$ cat src/rtl/clkdiv_multi_if.sv
// clkdiv_multi_if - control and output bundle for the multi-channel clock divider.
//
// Carries everything except the system clock and reset:
//   en      [CH]  per-channel run enable
//   wr_en         divisor write strobe (one cycle)
//   wr_ch   [4]   channel index for the write
//   wr_div  [CW]  new divisor value
//   sync          (only with CLKDIV_SYNC_EN) restart every channel in phase
//   clkout  [CH]  divided clocks
//   tick    [CH]  one-cycle strobe in the cycle each clkout bit toggles
//
// The master modport is the controlling side (testbench or CPU glue), the
// slave modport is the divider itself.
interface clkdiv_multi_if #(
  parameter int CH = 4,
  parameter int CW = 32
);
  logic [CH-1:0] en;
  logic          wr_en;
  logic [3:0]    wr_ch;
  logic [CW-1:0] wr_div;
`ifdef CLKDIV_SYNC_EN
  logic          sync;
`endif
  logic [CH-1:0] clkout;
  logic [CH-1:0] tick;

`ifdef CLKDIV_SYNC_EN
  modport master (output en, wr_en, wr_ch, wr_div, sync, input clkout, tick);
  modport slave  (input en, wr_en, wr_ch, wr_div, sync, output clkout, tick);
`else
  modport master (output en, wr_en, wr_ch, wr_div, input clkout, tick);
  modport slave  (input en, wr_en, wr_ch, wr_div, output clkout, tick);
`endif
endinterface

$ cat src/rtl/clkdiv_multi.sv
// clkdiv_multi - CH independent clock dividers running from one system clock.
//
// Each channel counts 0..div and toggles its output when the count equals
// the divisor, giving a 50 % duty clock of period 2*(div+1) clkin cycles,
// plus a one-cycle tick in the cycle the output changes level.
//
// Ports:
//   clkin  system clock, all state changes on its rising edge
//   clr    asynchronous active-low reset (release synchronously to clkin)
//   bus    clkdiv_multi_if.slave: en, wr_en, wr_ch, wr_div, [sync], clkout, tick
//
// Optional feature: define CLKDIV_SYNC_EN to add bus.sync, which restarts
// every channel (cnt=0, clkout=0, tick=0) so equal-divisor channels line up.
module clkdiv_multi #(
  parameter int            CH          = 4,
  parameter int            CW          = 32,
  parameter logic [CW-1:0] DEFAULT_DIV = 25000000
) (
  input  logic               clkin,
  input  logic               clr,
  clkdiv_multi_if.slave      bus
);

  logic [CW-1:0] div_q [CH];
  logic [CW-1:0] cnt_q [CH];
  logic [CH-1:0] clkout_q;
  logic [CH-1:0] tick_q;
  logic          sync_now;

`ifdef CLKDIV_SYNC_EN
  assign sync_now = bus.sync;
`else
  assign sync_now = 1'b0;
`endif

  // Per-channel divider. Priority: sync > disable > write > terminal count
  // > increment. A write with an out-of-range index matches no channel, so
  // it falls through with no effect. A write to a disabled channel still
  // loads the divisor so software can program channels before enabling them.
  always_ff @(posedge clkin or negedge clr) begin
    if (!clr) begin
      for (int i = 0; i < CH; i++) begin
        div_q[i] <= DEFAULT_DIV;
        cnt_q[i] <= '0;
      end
      clkout_q <= '0;
      tick_q   <= '0;
    end else begin
      for (int i = 0; i < CH; i++) begin
        if (sync_now) begin
          cnt_q[i]    <= '0;
          clkout_q[i] <= 1'b0;
          tick_q[i]   <= 1'b0;
        end else if (!bus.en[i]) begin
          cnt_q[i]    <= '0;
          clkout_q[i] <= 1'b0;
          tick_q[i]   <= 1'b0;
          if (bus.wr_en && (int'(bus.wr_ch) == i))
            div_q[i] <= bus.wr_div;
        end else if (bus.wr_en && (int'(bus.wr_ch) == i)) begin
          // clkout holds its level; the new period starts from this edge
          div_q[i]  <= bus.wr_div;
          cnt_q[i]  <= '0;
          tick_q[i] <= 1'b0;
        end else if (cnt_q[i] == div_q[i]) begin
          cnt_q[i]    <= '0;
          clkout_q[i] <= ~clkout_q[i];
          tick_q[i]   <= 1'b1;
        end else begin
          cnt_q[i]  <= cnt_q[i] + CW'(1);
          tick_q[i] <= 1'b0;
        end
      end
    end
  end

  assign bus.clkout = clkout_q;
  assign bus.tick   = tick_q;

endmodule

$ cat src/flat_wrapper.sv
// flat-port wrapper written by rule: the top's interface ports become plain ports
module clkdiv_multi_flat 
#(
  parameter int            CH          = 4,
  parameter int            CW          = 32,
  parameter logic [CW-1:0] DEFAULT_DIV = 25000000
)
  (clkin, clr, bus_en, bus_wr_en, bus_wr_ch, bus_wr_div, bus_clkout, bus_tick);
  clkdiv_multi_if #(.CH(CH), .CW(CW)) bus_i ();
  input  logic clkin;
  input  logic clr;
  input wire logic [$bits(bus_i.en)-1:0] bus_en;
  input wire logic [$bits(bus_i.wr_en)-1:0] bus_wr_en;
  input wire logic [$bits(bus_i.wr_ch)-1:0] bus_wr_ch;
  input wire logic [$bits(bus_i.wr_div)-1:0] bus_wr_div;
  output wire logic [$bits(bus_i.clkout)-1:0] bus_clkout;
  output wire logic [$bits(bus_i.tick)-1:0] bus_tick;
  assign bus_i.en = bus_en;
  assign bus_i.wr_en = bus_wr_en;
  assign bus_i.wr_ch = bus_wr_ch;
  assign bus_i.wr_div = bus_wr_div;
  assign bus_clkout = bus_i.clkout;
  assign bus_tick = bus_i.tick;
  clkdiv_multi #(.CH(CH), .CW(CW), .DEFAULT_DIV(DEFAULT_DIV)) u_core (.clkin(clkin), .clr(clr), .bus(bus_i));
endmodule
$ cat config.mk
export PLATFORM = sky130hd
export DESIGN_NAME = clkdiv_multi_flat
export DESIGN_NICKNAME = d
export VERILOG_FILES = /design/src/rtl/clkdiv_multi_if.sv /design/src/rtl/clkdiv_multi.sv /design/src/flat_wrapper.sv
export SDC_FILE = /design/constraint.sdc
export NUM_CORES = 1
export LEC_CHECK = 0
export CELL_PAD_IN_SITES_DETAIL_PLACEMENT = 1
export CELL_PAD_IN_SITES_GLOBAL_PLACEMENT = 1
export CORE_UTILIZATION = 47
export DETAILED_ROUTE_END_ITERATION = 6
export DONT_BUFFER_PORTS = 1
export PLACE_DENSITY_LB_ADDON = 0.1
export SKIP_LAST_GASP = 1
export SYNTH_ARGS = -nofsm -noshare
export SYNTH_HDL_FRONTEND = slang
export SYNTH_SLANG_ARGS = --single-unit
$ cat constraint.sdc
create_clock -name clkin -period 3.6 [get_ports clkin]
set_input_delay 0.54 -clock clkin [delete_from_list [all_inputs] [get_ports clkin]]
set_output_delay 0.54 -clock clkin [all_outputs]
set_load 0.05 [all_outputs]
==> results of run 1 <==
path summary, 6_finish.rpt:
| path | startpoint | cells after the start | endpoint |
|---|---|---|---|
| worst min-delay path | clr | 0 | u_core.cnt_q[2]$_DFF_PN0_ |
| min in group clkin | bus_en[3] | 2 | u_core.bus.tick[3]$_DFF_PN0_ |
| max in group asynchronous | clr | 0 | u_core.cnt_q[109]$_DFF_PN0_ |
| worst max-delay path | u_core.cnt_q[54]$_DFF_PN0_ | 6 | u_core.cnt_q[62]$_DFF_PN0_ |
| worst max register to register | u_core.cnt_q[54]$_DFF_PN0_ | 6 | u_core.cnt_q[62]$_DFF_PN0_ |
| worst min register to register | u_core.div_q[1]$_DFFE_PN0P_ | 1 | u_core.div_q[1]$_DFFE_PN0P_ |
flip-flops by register name, summed over array words and instances, names as in the netlist:
register           cells
u_core.cnt_q         128
u_core.div_q         128
u_core.bus.clkout      4
u_core.bus.tick        4
cells by family after synthesis:
logic type      after synthesis  share of synthesized area (%)
compound gates               28                           1.24
buf+inv                      54                           1.76
fa+ha+maj                     4                          0.393
mux                         130                           11.5
simple gates                395                           16.5
flops                       264                           52.3
xor+xnor                    238                           16.4
routing by layer:
metal | GRT usage (%) | up-vias | share of wire (%)
li1 | - | 3847 | -
met1 | 33.3 | 4232 | 46
met2 | 40.4 | 108 | 48
met3 | 4.87 | 43 | 4.8
met4 | 5.43 | 0 | 2.0
met5 | 0 | - | 0
power breakdown:
group | leakage [nW] | switching (W) | internal, W
Clock | 0.412 | 0.00116 | 0.00158
Combinational | 2.45 | 0.000307 | 0.000426
Sequential | 3.38 | 0.000285 | 0.00341
Total | 6.23 | 0.00175 | 0.00541
worst max-delay path: stages, from the launching register on:
cell and delay [ps]:
dfrtp_1 450, xor2_1 190, nor4_1 530, nand4_1 270
o21bai_2 500, buf_4 370, a21oi_1 100
placed cells by master, fill, tap and decap left out, drive strengths merged, types with 45 or more instances in the layout:
| master | n |
|---|---|
| nor4 | 47 |
| dfstp | 48 |
| dfrtp | 216 |
| clkbuf | 52 |
| xnor2 | 48 |
| nand2 | 45 |
| nor2 | 136 |
| nand4 | 45 |
| mux2 | 128 |
| xor2 | 190 |
final cells by class:
| type | count | area, um^2 |
|---|---|---|
| sequential | 264 | 6670 |
| tap | 335 | 419 |
| inverter | 17 | 63.8 |
| timing repair buffer | 10 | 75.1 |
| antenna | 1 | 2.50 |
| multi-input combinational | 795 | 5880 |
| fill | 2784 | 12400 |
| clock inverter | 1 | 5.00 |
| clock buffer | 52 | 852 |
stage by stage:
| stage | utilization (%) | std cells | instance area (um^2) | setup slack [ps] | hold slack [ps] |
|---|---|---|---|---|---|
| after floorplan | - | 1113 | 12700 | 1610 | 244 |
| final | 53.0 | 1475 | 14000 | 1060 | -305 |
| after global placement | 49.7 | 1421 | 13100 | 1040 | 256 |
| after global routing | 53.0 | 1474 | 14000 | 878 | -333 |
| after detailed placement | 49.7 | 1421 | 13100 | 1050 | 257 |
| after CTS | 53.0 | 1474 | 14000 | 1050 | -329 |
==> qor.yml, run 1 <==
synth_largest_area_cell: "dfrtp_1"
htree_levels: 1
antenna_found_initial: 3
syn_to_final_growth_pct: 9.60
fin_skew_ps: 10.7
port_buffers: 0
min-delay-path-class: "primary input to async pin"
globalRouteTotalUtil_pct: 24.5
grt_max_degree: 265
fp.dieArea_um2: 27800
routedWlPerCell_um: 22.1
min_period_over_period_pct: 70.6
postCtsSetupBuffers: 0
synth_cells: 1113
final_nets: 1164
async_flop_share_pct: 100
vdd_drop_max_uv: 491
grt_pass1_vias: 8823
slew_viol_final: 0
initial_core_util_pct: 48.4
clock_sinks: 264
drive_gt1_share_pct: 21.0
max_freq_mhz: 393
place.gp.congestion: 0.796
cts_root_buf: "clkbuf_16"
critPathMaxFanout: 22
coreArea_um2: 26400
synth.area.top_cells: "dfrtp_1, xor2_1, mux2_2"
yosysSeqAreaShare_pct: 52.3
cts_tree: "built"
clkLatencyLatePin_ps: 550
via_per_inst: 5.58
rows: 59
finalWirelength_mm: 32.6
io_pins: 51
die_h_um: 167
rsz0062_at_grt: "no"
cts_resized: 0
clk_pin_slew_worst_paths_ps: 60
numCtsBuffers: 29
synthFlopType: "dfrtp_1"
yosysUniqueCellTypes: 43
synth_fp_nets: 1160
worst_ep_arrival_time_ps: 2960
worstMarginPinSlew_ps: 1020
violations: "hold timing"
yosys.cell_count.top_type: "dfrtp_1"
setup.worst_path.start_class: "register"
num_vias: 8230
clk_path_buf_depth: 3
power_w: 0.00717
place_hpwl_mm: 22.4
grt_pass1_wl_mm: 51.9
synth_top_area_share_pct: 42.4
fin_crit_ps: 2540
drc_errors: 0
required_ps: 4010
synth_edf_count: 0
setup_viol: 0
initialDrtViolationCount: 348
synth_top_cells_by_count: "dfrtp_1, xor2_1, nor2_1, mux2_2"
synth-seq-cells: 264
syn_area_per_cell_um2: 11.4
die-width_um: 167
firstDrtPassIters: 4
hold_violations: 222
antenna_left: 0
fin_hold_ws_ps: -305
r2r_slack_ps: 1060
maxCapViolations: 0
path_class: "register to register"
p_leak_nw: 6.23
yosys_warnings: 0
max-slew-margin-rel_pct: 31.4
cp-end-kind: "register"
status: "finished with violations"
finalSetupTns_ps: 0
gr-total-overflow: 0
synth_area_um2: 12700
power.density_nw_per_um2: 513
Power figures use the tool's default switching activity.
==> inputs of run 2 (changes only) <==
==> constraint.sdc (replaced) <==
create_clock -name clkin -period 2.6 [get_ports clkin]
set_input_delay 0.39 -clock clkin [delete_from_list [all_inputs] [get_ports clkin]]
set_output_delay 0.39 -clock clkin [all_outputs]
set_load 0.05 [all_outputs]
==> run 2 against run 1 <==
The run still ends with hold timing left. Global-route usage up 1.2 points. Via count is 4.1% higher. Sequential power increased by 38%. Hold slack worse by 150 ps. Design area grew 4.2%. Utilization increased by 2.2 points.
==> qor.yml, run 2 (synthesized netlist as in run 1, its figures left out) <==
cp-end-kind: "register"
via_per_inst: 5.63
nFillCells: 2681
p_sw_w: 0.00259
p_int_w: 0.00791
reg2reg_depth: 5
critPathMaxFanout: 7
clkLatencyLatePin_ps: 540
cts_resized: 0
min-delay-path-class: "primary input to async pin"
num_vias: 8565
r2r_slack_ps: 330
pwr-share-comb_pct: 11.0
initialDrtViolationCount: 395
hold_buffers: 36
status: "finished with violations"
final_nets: 1209
cts_root_buf: "clkbuf_16"
routedWlPerCell_um: 22.5
syn_to_final_growth_pct: 14.2
antenna_found_initial: 10
sequentialPowerShare_pct: 48.7
setup_ws_ps: 331
fp.dieArea_um2: 27800
slew_viol_final: 0
vdd_drop_max_uv: 506
max_freq_mhz: 441
worst_ep_arrival_time_ps: 2720
rsz0062_at_grt: "no"
final_cell_mix: "dfrtp_1, xor2_1, nor2_1"
postCtsSetupBuffers: 0
grt_max_degree: 265
hold_violations: 264
largestRegisters: "u_core.cnt_q: 128 flops, u_core.div_q: 128 flops"
path_class: "register to register"
switching_share_pct: 24.7
firstDrtPassIters: 4
min_period_over_period_pct: 87.3
globalRouteTotalUtil_pct: 25.7
io_pins: 51
rows: 59
numCtsBuffers: 29
place_hpwl_mm: 22.7
fin_skew_ps: 8.01
die-width_um: 167
setup.worst_path.start_class: "register"
finalWirelength_mm: 34.2
p_leak_nw: 6.51
coreArea_um2: 26400
port_buffers: 0
drc_errors: 0
antenna_left: 0
final_common_cell: "dfrtp_1"
fin_crit_ps: 2270
violations: "hold timing"
cts_tree: "built"
grt_pass1_vias: 9289
clock_sinks: 264
gr-total-overflow: 0
die_h_um: 167
drive_gt1_share_pct: 22.0
finalSetupTns_ps: 0
grt_pass1_wl_mm: 54.8
maxCapViolations: 0
max-slew-margin-rel_pct: 49.8
clk_path_buf_depth: 3
power.density_nw_per_um2: 722
clock_power_share_pct: 40.3
worstMarginPinSlew_ps: 747
fin_hold_ws_ps: -452
required_ps: 3050
place.gp.congestion: 0.796
dp_slack_ps: 439
htree_levels: 1
setup_viol: 0
initial_core_util_pct: 48.4
clk_pin_slew_worst_paths_ps: 60
## run 2: cell count changes in the layout (fill, tap and decap cells not counted), moves of 3 or more
cell	before	now
bufinv_16	0	4
clkinv_2	1	7
buf_12	0	3
buf_4	10	16
clkbuf_1	19	7
dlygate4sd3_1	0	36
## run 2: metrics by stage
stage	hold WS (ps)	total power (W)	std cells	utilization [%]	instance area, um^2
6_report	-452	0.0105	1522	55.2	14600
5_1_grt	-475	0.0109	1519	55.2	14600
4_1_cts	-476	0.0106	1519	55.2	14600
3_5_place_dp	106	0.00621	1430	50.1	13200
3_3_place_gp	106	0.00616	1430	50.1	13200
2_1_floorplan	94.4	0.00587	1113	-	12700
## run 2: final timing paths
kind	start	end
worst max-delay path	u_core.cnt_q[83]$_DFF_PN0_	u_core.bus.clkout[1]$_DFFE_PN0P_
worst min-delay path	clr	u_core.cnt_q[3]$_DFF_PN0_
worst max register to register	u_core.cnt_q[83]$_DFF_PN0_	u_core.bus.clkout[1]$_DFFE_PN0P_
worst min register to register	u_core.div_q[55]$_DFFE_PN0P_	u_core.div_q[55]$_DFFE_PN0P_
max in group asynchronous	clr	u_core.div_q[21]$_DFFE_PN1P_
min in group clkin	bus_wr_ch[1]	u_core.bus.tick[3]$_DFF_PN0_
## run 2: power by group through the flow
stage | Combinational [W] | Sequential, W | Clock, W
6_report | 0.00115 | 0.00512 | 0.00424
5_1_grt | 0.00126 | 0.00518 | 0.00447
4_1_cts | 0.00116 | 0.00512 | 0.00434
3_5_place_dp | 0.00103 | 0.00519 | 0
3_3_place_gp | 0.000990 | 0.00517 | 0
2_1_floorplan | 0.000834 | 0.00504 | 0
## run 2: layer usage
| layer | track usage [%] | vias to the layer above | share of wire (%) |
|---|---|---|---|
| met5 | 0 | - | 0.088 |
| met4 | 5.43 | 6 | 1.8 |
| met3 | 4.06 | 47 | 3.7 |
| met2 | 42.9 | 107 | 48 |
| met1 | 35.3 | 4467 | 46 |
| li1 | - | 3938 | - |
## run 2: layout make-up
type | count | area (um^2) | share of cell area [%]
diodes | 3 | 7.51 | 0.0516
clock buffers | 40 | 807 | 5.54
clock inverters | 13 | 170 | 1.17
inverters | 17 | 63.8 | 0.438
multi-input cells | 795 | 5880 | 40.4
flip-flops and latches | 264 | 6670 | 45.8
well taps | 335 | 419 | 2.88
repair buffers | 55 | 541 | 3.71
## run 2: worst max-delay path, stage by stage (launching register included)
cell      delay [ps]
dfrtp_1          470
xor2_1           210
nor4_1           360
nand4_1          320
or4_1            590
a21boi_0         220
